$ cat src/rtl/config_word_packer_pkg.sv
// Shared definitions for the configuration word packer: session state
// encoding, big-endian byte-lane positions and a lane-insert helper.
package config_word_packer_pkg;

  typedef enum logic {
    IDLE   = 1'b0,
    ACTIVE = 1'b1
  } pack_state_t;

  // Index of the byte that completes a word (counter wraps back to 0 after it)
  localparam logic [1:0] LAST_BYTE_IDX = 2'd3;

  // Bit position of each byte lane; byte 0 arrives first and is most significant
  localparam int unsigned LANE0_LSB = 24;
  localparam int unsigned LANE1_LSB = 16;
  localparam int unsigned LANE2_LSB = 8;
  localparam int unsigned LANE3_LSB = 0;

  // Return 'word' with 'data' placed in the lane selected by 'idx'
  function automatic logic [31:0] insert_byte(input logic [31:0] word,
                                              input logic [1:0]  idx,
                                              input logic [7:0]  data);
    logic [31:0] result;
    result = word;
    case (idx)
      2'd0:    result[LANE0_LSB +: 8] = data;
      2'd1:    result[LANE1_LSB +: 8] = data;
      2'd2:    result[LANE2_LSB +: 8] = data;
      default: result[LANE3_LSB +: 8] = data;
    endcase
    return result;
  endfunction

endpackage

$ cat src/rtl/config_idle_timer.sv
// Idle timer for the UART session: counts cycles without a received byte
// and flags the cycle on which the idle limit is reached.
module config_idle_timer #(
  parameter int TimeoutCycles = 4096,
  parameter int TimeoutWidth  = 13
) (
  input  logic CLK,
  input  logic reset,
  input  logic clear,
  input  logic enable,
  output logic expired
);

  localparam logic [TimeoutWidth-1:0] LAST_COUNT = TimeoutWidth'(TimeoutCycles - 1);

  logic [TimeoutWidth-1:0] count;

  // Count idle cycles while enabled; a clear restarts the count, and the
  // count wraps to zero after the final cycle so a new session starts fresh
  always_ff @(posedge CLK or posedge reset) begin
    if (reset) begin
      count <= '0;
    end else if (clear) begin
      count <= '0;
    end else if (enable) begin
      if (count == LAST_COUNT) begin
        count <= '0;
      end else begin
        count <= count + 1'b1;
      end
    end
  end

  assign expired = enable && (count == LAST_COUNT);

endmodule

$ cat src/rtl/config_word_packer.sv
// Packs UART bytes big-endian into 32-bit configuration words and merges
// them with words written directly by the parallel host. Host writes win
// arbitration; a UART word that collides with one waits in a one-entry
// pending slot, and a further collision drops the word and flags Overrun.
module config_word_packer
  import config_word_packer_pkg::*;
#(
  parameter int TimeoutCycles = 4096,
  parameter int TimeoutWidth  = 13
) (
  input  logic        CLK,
  input  logic        reset,
  input  logic [7:0]  RxData,
  input  logic        RxValid,
  input  logic [31:0] SelfWriteData,
  input  logic        SelfWriteStrobe,
  output logic [31:0] WriteData,
  output logic        WriteStrobe,
  output logic        ComActive,
  output logic        Overrun
);

  pack_state_t state;
  logic [1:0]  byte_cnt;
  logic [31:0] packed_word;
  logic        pend_valid;
  logic [31:0] pend_data;

  logic        timer_expired;
  logic        timer_enable;
  logic        word_done;
  logic        timeout_exit;
  logic [31:0] next_word;

  assign timer_enable = (state == ACTIVE);

  config_idle_timer #(
    .TimeoutCycles (TimeoutCycles),
    .TimeoutWidth  (TimeoutWidth)
  ) u_idle_timer (
    .CLK     (CLK),
    .reset   (reset),
    .clear   (RxValid),
    .enable  (timer_enable),
    .expired (timer_expired)
  );

  // Word assembly view of this cycle: the word with the incoming byte merged
  // in, whether it completes a word, and whether the session times out
  // (a byte arriving on the expiry cycle keeps the session alive)
  always_comb begin
    next_word    = insert_byte(packed_word, byte_cnt, RxData);
    word_done    = RxValid && (byte_cnt == LAST_BYTE_IDX);
    timeout_exit = (state == ACTIVE) && timer_expired && !RxValid;
  end

  // Session state, byte packing, pending slot and output arbitration
  always_ff @(posedge CLK or posedge reset) begin
    if (reset) begin
      state       <= IDLE;
      byte_cnt    <= 2'd0;
      packed_word <= 32'd0;
      pend_valid  <= 1'b0;
      pend_data   <= 32'd0;
      WriteData   <= 32'd0;
      WriteStrobe <= 1'b0;
      ComActive   <= 1'b0;
      Overrun     <= 1'b0;
    end else begin
      WriteStrobe <= 1'b0;

      case (state)
        IDLE: begin
          if (RxValid) begin
            state     <= ACTIVE;
            ComActive <= 1'b1;
            Overrun   <= 1'b0;
          end
        end
        default: begin
          if (timeout_exit) begin
            state     <= IDLE;
            ComActive <= 1'b0;
          end
        end
      endcase

      if (RxValid) begin
        byte_cnt    <= byte_cnt + 2'd1;
        packed_word <= next_word;
      end else if (timeout_exit) begin
        byte_cnt    <= 2'd0;
        packed_word <= 32'd0;
      end

      if (SelfWriteStrobe) begin
        WriteData   <= SelfWriteData;
        WriteStrobe <= 1'b1;
        if (word_done) begin
          if (!pend_valid) begin
            pend_data  <= next_word;
            pend_valid <= 1'b1;
          end else begin
            Overrun <= 1'b1;
          end
        end
      end else if (pend_valid) begin
        WriteData   <= pend_data;
        WriteStrobe <= 1'b1;
        if (word_done) begin
          pend_data <= next_word;
        end else begin
          pend_valid <= 1'b0;
        end
      end else if (word_done) begin
        WriteData   <= next_word;
        WriteStrobe <= 1'b1;
      end
    end
  end

endmodule

$ cat config.mk
export PLATFORM = sky130hd
export DESIGN_NAME = config_word_packer
export DESIGN_NICKNAME = d
export VERILOG_FILES = /design/src/rtl/config_word_packer_pkg.sv /design/src/rtl/config_idle_timer.sv /design/src/rtl/config_word_packer.sv
export SDC_FILE = /design/constraint.sdc
export NUM_CORES = 1
export LEC_CHECK = 0
export CAP_MARGIN = 20
export CORE_ASPECT_RATIO = 0.6
export CORE_MARGIN = 2
export CORE_UTILIZATION = 50
export CTS_CLUSTER_SIZE = 14
export DETAILED_ROUTE_END_ITERATION = 10
export PLACE_DENSITY = 0.71
export SLEW_MARGIN = 20
export SYNTH_ARGS = -nofsm -noshare
export SYNTH_HDL_FRONTEND = slang
export SYNTH_HIERARCHICAL = 1
export SYNTH_SLANG_ARGS = --single-unit
$ cat constraint.sdc
create_clock -name CLK -period 4.6 [get_ports CLK]
set_input_delay 1.38 -clock CLK [delete_from_list [all_inputs] [get_ports CLK]]
set_output_delay 1.38 -clock CLK [all_outputs]
set_load 0.02 [all_outputs]
==> flow_summary.json, run 1 <==
{
  "antenna_cells": 0,
  "grt_antenna_before_repair": 0,
  "vias_per_cell": 5.72,
  "gp_congestion": 0.788,
  "core_area_mm2": 0.0107,
  "place.port_buffers": 78,
  "synth_nets": 564,
  "endpoint": "WriteData[13]",
  "setup_violations": 0,
  "cts_buffers": 17,
  "rows": 29,
  "clk_latency_ps": 430,
  "drc": 0,
  "drt-total-wl_mm": 13.1,
  "ff2ff_path_depth": 7,
  "htree_levels": 4,
  "routed-via-count": 4187,
  "final_util_pct": 65.4,
  "synth_edf_count": 0,
  "pwr-share-clk_pct": 34.1,
  "clk_pin_slew_ps": 50,
  "pin_count": 79,
  "fin_skew_ps": 17.7,
  "synthTopCellsByArea": "dfrtp_1 52%, mux2_2 7.2%, a22o_1 5.2%",
  "nFillCells": 824,
  "ys_warn_count": 6,
  "end_kind": "flip-flop",
  "yosys.area.top_type": "dfrtp_1",
  "final.period_utilization_pct": 67.0,
  "hpwl_mm": 8.48,
  "seqPwrFrac_pct": 37.2,
  "cp_data_required_time_ps": 4930,
  "hold_class": "reg2reg",
  "regArea_mm2": 0.00290,
  "synthToLayoutAreaGrowth_pct": 25.5,
  "syn_area_per_cell_um2": 10.9,
  "slew_headroom_pct": 47.3,
  "clk_path_buf_depth": 2,
  "grt_max_degree": 58,
  "power_density_mw_per_mm2": 588,
  "cts.sinks": 116,
  "tightestPinTransition_ps": 791,
  "period_minus_slack_ps": 3080,
  "pwr-share-comb_pct": 28.7,
  "critPathKind": "in2reg",
  "switchingPower_mw": 1.23,
  "ys_ff_latch": 116,
  "cts_tree": "done",
  "status": "finished clean",
  "worstPathArrival_ps": 3410,
  "grt_pass1_wl_mm": 21.6,
  "whs_ps": 480,
  "hold_buffers": 0,
  "yosysTopAreaCellShare_pct": 51.8,
  "detail-route-antenna-nets": 0,
  "layout-drive-gt1-share_pct": 15.9,
  "multi_input_area_mm2": 0.00243,
  "synth_area_mm2": 0.00560,
  "first_pass_iters": 5,
  "rrSetupSlack_ps": 1930,
  "post_cts_buffers": 0,
  "synthCells": 513,
  "wire_per_inst_um": 17.9,
  "grt_pass1_vias": 4201,
  "leakagePower_nw": 3.04,
  "setup_tns_ps": 0,
  "ys_async_sr_fraction_pct": 100,
  "floorplan.initialDensity_pct": 52.1,
  "yosysSeqAreaShare_pct": 51.8,
  "dieArea_mm2": 0.0121,
  "drt_iter0_drc": 248,
  "finalMaxSlewViolations": 0,
  "clock-root-buffer": "clkbuf_16",
  "critPathLaunch": "RxValid",
  "cp-start-kind": "input port",
  "hold_violations": 0,
  "ys.flop_type": "dfrtp_1",
  "final_nets": 631,
  "die_h_um": 86.0,
  "synthDistinctLibCells": 49,
  "fmax_ghz": 0.324,
  "critPathMaxFanout": 42,
  "post_cts_resized": 0,
  "grt_usage_pct": 23.1,
  "die_w_um": 141,
  "reg2reg_to": "WriteData[13]",
  "cap_violations": 0,
  "switching_share_pct": 29.7,
  "ir_drop_mv": 0.332,
  "reg2reg_from": "pend_valid",
  "grt_remaining_overflow": 0,
  "grt_setup_unrepaired": "no",
  "p_int_mw": 2.91
}
[metrics by stage]
step                      power, mW  setup WS (ps)  cell area (um2)  instances
after floorplan                2.32            516             5600        513
after global placement         2.69           1200             6400        700
after detailed placement       2.74           1100             6400        700
after CTS                      4.16           1520             7030        732
after global routing           4.34           1320             7030        732
final                          4.13           1520             7030        732
[worst max-delay path, stage by stage]
cell             delay [ps]
clkdlybuf4s50_1         750
a21bo_2                 740
buf_4                   310
nor2_1                   60
a31oi_1                 150
[power groups by stage]
stage / clock network (mW) / logic [mW] / registers, mW
6_report: 1.41 / 1.19 / 1.54
5_1_grt: 1.47 / 1.29 / 1.58
4_1_cts: 1.43 / 1.20 / 1.54
3_5_place_dp: 0 / 1.19 / 1.55
3_3_place_gp: 0 / 1.16 / 1.53
2_1_floorplan: 0 / 0.692 / 1.63
[how the worst min path moves through the flow]
stage | cells past startpoint | slack [ps] | end | startpoint
after floorplan | 2 | 450 | pend_data[0] | pend_data[0]
after global placement | 2 | 460 | pend_data[11] | pend_data[11]
after detailed placement | 2 | 470 | pend_data[6] | pend_data[6]
after CTS | 2 | 480 | pend_data[6] | pend_data[6]
after global routing | 2 | 500 | pend_data[12] | pend_data[12]
final | 2 | 480 | pend_data[14] | pend_data[14]
[registers in the layout (all words and copies together) (netlist names), 2 cells and up]
register,flops
u_idle_timer/count,13
WriteData,32
pend_data,32
byte_cnt,2
packed_word,32
[synthesized netlist by cell type, types with 5 or more instances]
cell and instances:
a211o_1 16, nor2_2 7, mux2_2 36, nor2b_1 15
o21ai_0 19, clkbuf_1 5, ha_1 7, dfrtp_1 116
a31oi_1 33, buf_2 19, nor2_1 36, nand2b_1 18
a22o_1 33, o211ai_1 18, buf_4 7, xnor2_1 6
mux2i_1 14, inv_1 10, nand2_1 52, nand3_1 6
[area by class of cell]
cell class | instances | area share, %
clock buffer | 22 | 6.75
tap | 139 | 2.48
multi-input combinational | 347 | 34.5
inverter | 12 | 0.677
timing repair buffer | 86 | 12.1
sequential | 116 | 41.3
clock inverter | 10 | 2.17
[placed cells by master, fill, tap and decap left out, types with 9 or more instances in the layout]
master and n:
dfrtp_1 116, clkdlybuf4s50_1 77, a22o_1 33, nor2b_1 15, inv_1 9, mux2_2 36
nand2b_1 18, clkbuf_16 17, a211o_1 16, mux2i_1 14, a31oi_1 33, o211ai_1 18
o21ai_0 19, nor2_1 36, nand2_1 52
[layer usage]
layer / track usage (%) / share of wire (%)
met3: 4.24 / 5.9
met1: 33.4 / 49
met2: 34.4 / 45
met5: 0 / 0
met4: 10.1 / 0.60
[kinds of logic after synthesis]
group,Yosys count,share of synthesized area (%)
compound gates,132,17.5
xor+xnor,7,1.09
fa+ha+maj,8,1.74
buf+inv,50,4.80
flops,116,51.8
mux,50,9.74
simple gates,150,13.3
Power figures use the tool's default switching activity.
==> run 2, diff against run 1 <==
Clock period 4.6 ns to 3.1 ns, I/O delays scaled along.
==> flow_summary.json, run 2 (synthesized netlist as in run 1, its figures left out) <==
{
  "post_cts_buffers": 0,
  "hold_violations": 0,
  "grt_pass1_vias": 4075,
  "clk_pin_slew_ps": 50,
  "floorplan.initialDensity_pct": 52.1,
  "clock-root-buffer": "clkbuf_16",
  "rows": 29,
  "synthToLayoutAreaGrowth_pct": 25.1,
  "layout-drive-gt1-share_pct": 15.6,
  "hold_class": "reg2reg",
  "whs_ps": 477,
  "drt_iter0_drc": 310,
  "worstPathArrival_ps": 1410,
  "core_area_mm2": 0.0107,
  "clk_path_buf_depth": 2,
  "fin_skew_ps": 6.50,
  "first_pass_iters": 7,
  "path_buf_inv": 1,
  "tightestPinTransition_ps": 570,
  "hold_buffers": 0,
  "final.period_utilization_pct": 75.3,
  "die_w_um": 141,
  "wire_per_inst_um": 17.8,
  "grt_setup_unrepaired": "no",
  "hpwl_mm": 8.48,
  "slowest_stage": "clkdlybuf4s50_1",
  "post_cts_resized": 0,
  "crit_family": "buffers and inverters",
  "critPathMaxFanout": 3,
  "finalMaxSlewViolations": 0,
  "setup_tns_ps": 0,
  "dieArea_mm2": 0.0121,
  "htree_levels": 4,
  "place.port_buffers": 78,
  "grt_antenna_before_repair": 0,
  "antenna_cells": 0,
  "pin_count": 79,
  "mostFrequentLayoutCells": "116 x dfrtp_1, 77 x clkdlybuf4s50_1, 52 x nand2_1",
  "detail-route-antenna-nets": 0,
  "grt_pass1_wl_mm": 21.5,
  "final_common_cell": "dfrtp_1",
  "path_cells": "clkdlybuf4s50_1",
  "die_h_um": 86.0,
  "critPathKind": "reg2out",
  "clk_latency_ps": 410,
  "status": "finished clean",
  "fmax_ghz": 0.428,
  "ir_drop_mv": 0.509,
  "grt_remaining_overflow": 0,
  "cts_buffers": 17,
  "cap_violations": 0,
  "top_regs": "WriteData (32), packed_word (32), pend_data (32)",
  "cts_tree": "done",
  "period_minus_slack_ps": 2340,
  "gp_congestion": 0.834,
  "cts.sinks": 116,
  "drc": 0,
  "vias_per_cell": 5.74,
  "end_kind": "output port",
  "setup_violations": 0,
  "cpPeakStageDelay_ps": 620,
  "final_nets": 634,
  "leakagePower_nw": 3.03,
  "grt_usage_pct": 23.1,
  "power_density_mw_per_mm2": 847,
  "drt-total-wl_mm": 13.1,
  "grt_max_degree": 104,
  "routed-via-count": 4219,
  "nFillCells": 833,
  "cp_data_required_time_ps": 2170,
  "slew_headroom_pct": 62.0,
  "cp-start-kind": "flip-flop"
}
run 2: power by group:
part | internal, mW | switching (mW)
Combinational | 0.906 | 0.875
Sequential | 2.02 | 0.271
Clock | 1.23 | 0.641
Total | 4.15 | 1.79
run 2: final cells by class:
cell class,instances,area [um2],share of cell area [%]
sequential,116,2900,41.4
timing repair buffer,89,883,12.6
inverter,12,48.8,0.696
clock inverter,3,40.0,0.571
tap,139,174,2.48
clock buffer,29,531,7.57
multi-input combinational,347,2430,34.6
run 2: routing by layer:
| metal | track usage [%] | up-vias | share of wire (%) |
|---|---|---|---|
| met2 | 35.0 | 136 | 45 |
| met4 | 6.64 | 0 | 0.92 |
| met1 | 33.1 | 2094 | 49 |
| li1 | - | 1978 | - |
| met5 | 0 | - | 0 |
| met3 | 6.20 | 11 | 5.6 |
run 2: path summary, 6_finish.rpt:
check / slack, ps / from / cells past startpoint / end
max in group asynchronous: 1610 / reset / 3 / WriteData[22]
worst min-delay path: 480 / pend_data[8] / 2 / pend_data[8]
worst max-delay path: 760 / ComActive / 1 / ComActive
min in group asynchronous: 950 / reset / 2 / u_idle_timer/count[9]
worst min register to register: 480 / pend_data[8] / 2 / pend_data[8]
worst max register to register: 870 / u_idle_timer/count[0] / 7 / packed_word[9]
run 2: worst register-to-register path, delay by kind of cell, from the launching register on:
family | cells | cell delay [ps]
flops | 1 | 380
compound gates | 3 | 690
simple gates | 3 | 800
fa+ha+maj | 1 | 240
run 2: stage by stage:
stage / area (um2) / instances / power [mW] / util, % / worst slack, ps
2_1_floorplan: 5600 / 513 / 3.45 / - / 535
3_3_place_gp: 6440 / 703 / 3.99 / 59.9 / 459
3_5_place_dp: 6440 / 703 / 4.08 / 59.9 / 371
4_1_cts: 7010 / 735 / 5.98 / 65.2 / 744
5_1_grt: 7010 / 735 / 6.25 / 65.2 / 655
6_report: 7010 / 735 / 5.94 / 65.2 / 764
==> run 3, diff against run 2 <==
Settings changed: CORE_UTILIZATION 50 to 49, PLACE_DENSITY 0.71 to 0.73.
Clock period 3.1 ns to 2 ns, I/O delays scaled along.
==> flow_summary.json, run 3 (synthesized netlist as in run 1, its figures left out) <==
{
  "period_minus_slack_ps": 1960,
  "cpPeakStageDelay_ps": 610,
  "setup_violations": 0,
  "dieArea_mm2": 0.0123,
  "fin_skew_ps": 12.5,
  "antenna_cells": 0,
  "worstHoldStart": "pend_data[7]",
  "cp_data_required_time_ps": 1400,
  "grt_usage_pct": 24.0,
  "critPathKind": "reg2out",
  "clock-root-buffer": "clkbuf_16",
  "fin_area_mm2": 0.00732,
  "post_dp_cell_area_mm2": 0.00670,
  "met3_usage_pct": 6.08,
  "fmax_ghz": 0.510,
  "power_density_mw_per_mm2": 1270,
  "place.port_buffers": 78,
  "power_mw": 9.28,
  "synthToLayoutAreaGrowth_pct": 30.8,
  "hold_class": "reg2reg",
  "drc": 0,
  "clk_pin_slew_ps": 60,
  "crit_family": "buffers and inverters",
  "layout-drive-gt1-share_pct": 20.5,
  "final_common_cell": "dfrtp_1",
  "cp-start-kind": "flip-flop",
  "reg2reg_from": "u_idle_timer/count[1]",
  "worst_slack_ps": 39.9,
  "final_nets": 660,
  "hold_end": "pend_data[7]",
  "final_util_pct": 65.3,
  "busiest_layer": "met2",
  "instances_no_fill": 765,
  "dp_slack_ps": -92.9,
  "path_cells": "clkdlybuf4s50_1",
  "grt_use_met2_pct": 37.7,
  "clk_latency_ps": 410,
  "grt_max_degree": 68,
  "hold_violations": 0,
  "first_pass_iters": 4,
  "whs_path_depth": 2,
  "dp.cells": 733,
  "ir_drop_mv": 0.780,
  "grt_pass1_wl_mm": 22.6,
  "hpwl_mm": 9.14,
  "status": "finished clean",
  "top_regs": "WriteData (32), packed_word (32), pend_data (32)",
  "cts.sinks": 116,
  "drt_iter0_drc": 275,
  "drt-total-wl_mm": 13.8,
  "setup_tns_ps": 0,
  "routed-via-count": 4293,
  "path_buf_inv": 1,
  "ff2ff_path_depth": 8,
  "rows": 30,
  "end_kind": "output port",
  "cts_tree": "done",
  "grt_remaining_overflow": 0,
  "clk_path_buf_depth": 2,
  "pin_count": 79,
  "die_h_um": 86.8,
  "slew_headroom_pct": 63.9,
  "cap_violations": 0,
  "die_w_um": 142,
  "grt_pass1_vias": 4409,
  "wire_per_inst_um": 18.0,
  "finalMaxSlewViolations": 0,
  "cts_buffers": 17,
  "detail-route-antenna-nets": 0,
  "gp_congestion": 0.841,
  "reg2reg_to": "packed_word[31]",
  "floorplan.initialDensity_pct": 49.9,
  "use_met1_pct": 32.9,
  "grt_antenna_before_repair": 0,
  "nFillCells": 820,
  "regArea_mm2": 0.00290,
  "final.period_utilization_pct": 98.0,
  "critPathMaxFanout": 2,
  "multi_input_area_mm2": 0.00245,
  "mostFrequentLayoutCells": "116 x dfrtp_1, 54 x clkdlybuf4s50_1, 52 x nand2_1",
  "leakagePower_nw": 3.35,
  "rrSetupSlack_ps": 70,
  "whs_ps": 481,
  "core_area_mm2": 0.0112,
  "worstPathArrival_ps": 1360,
  "htree_levels": 4,
  "slowest_stage": "clkdlybuf4s50_1",
  "tightestPinTransition_ps": 541,
  "vias_per_cell": 5.61
}
[run 3: cell count changes in the layout (fill, tap and decap cells not counted), moves of 2 or more]
cell / change
clkinv_2: +4
buf_12: +4
clkbuf_1: -4
ha_1: -2
buf_4: +22
dlygate4sd2_1: +5
clkdlybuf4s50_1: -23
clkinv_4: +3
dlymetal6s2s_1: +18
clkbuf_8: -4
[run 3: final cells by class]
| type | instances | share of cell area [%] |
|---|---|---|
| clock inverters | 10 | 1.47 |
| inverters | 12 | 0.735 |
| multi-input cells | 347 | 33.5 |
| clock buffers | 21 | 6.29 |
| repair buffers | 115 | 15.9 |
| flip-flops and latches | 116 | 39.6 |
| well taps | 144 | 2.46 |
[run 3: repair_timing]
action	in CTS	in global routing
buffers inserted	0	1
endpoints found under the setup margin	5	44
hold buffers	0	0
pin swaps	0	1
endpoints found under the hold margin	0	0
resized for setup	5	21
[run 3: worst max path at each step]
stage,from,slack [ps],cells after the start,endpoint
2_1_floorplan,SelfWriteStrobe,30,7,pend_data[13]
4_1_cts,WriteData[3],0.3,1,WriteData[3]
3_3_place_gp,RxValid,-50,6,packed_word[1]
3_5_place_dp,RxValid,-90,6,packed_word[0]
5_1_grt,WriteData[28],-3,1,WriteData[28]
6_report,WriteData[28],40,1,WriteData[28]
[run 3: per-layer routing]
| layer | wire (um) | share of wire, % |
|---|---|---|
| met3 | 809 | 5.9 |
| met1 | 6450 | 47 |
| met5 | 0 | 0 |
| met4 | 140 | 1.0 |
| met2 | 6370 | 46 |
[run 3: power by group]
part	switching [mW]	internal, mW
Combinational	1.38	1.42
Sequential	0.429	3.13
Clock	1.05	1.88
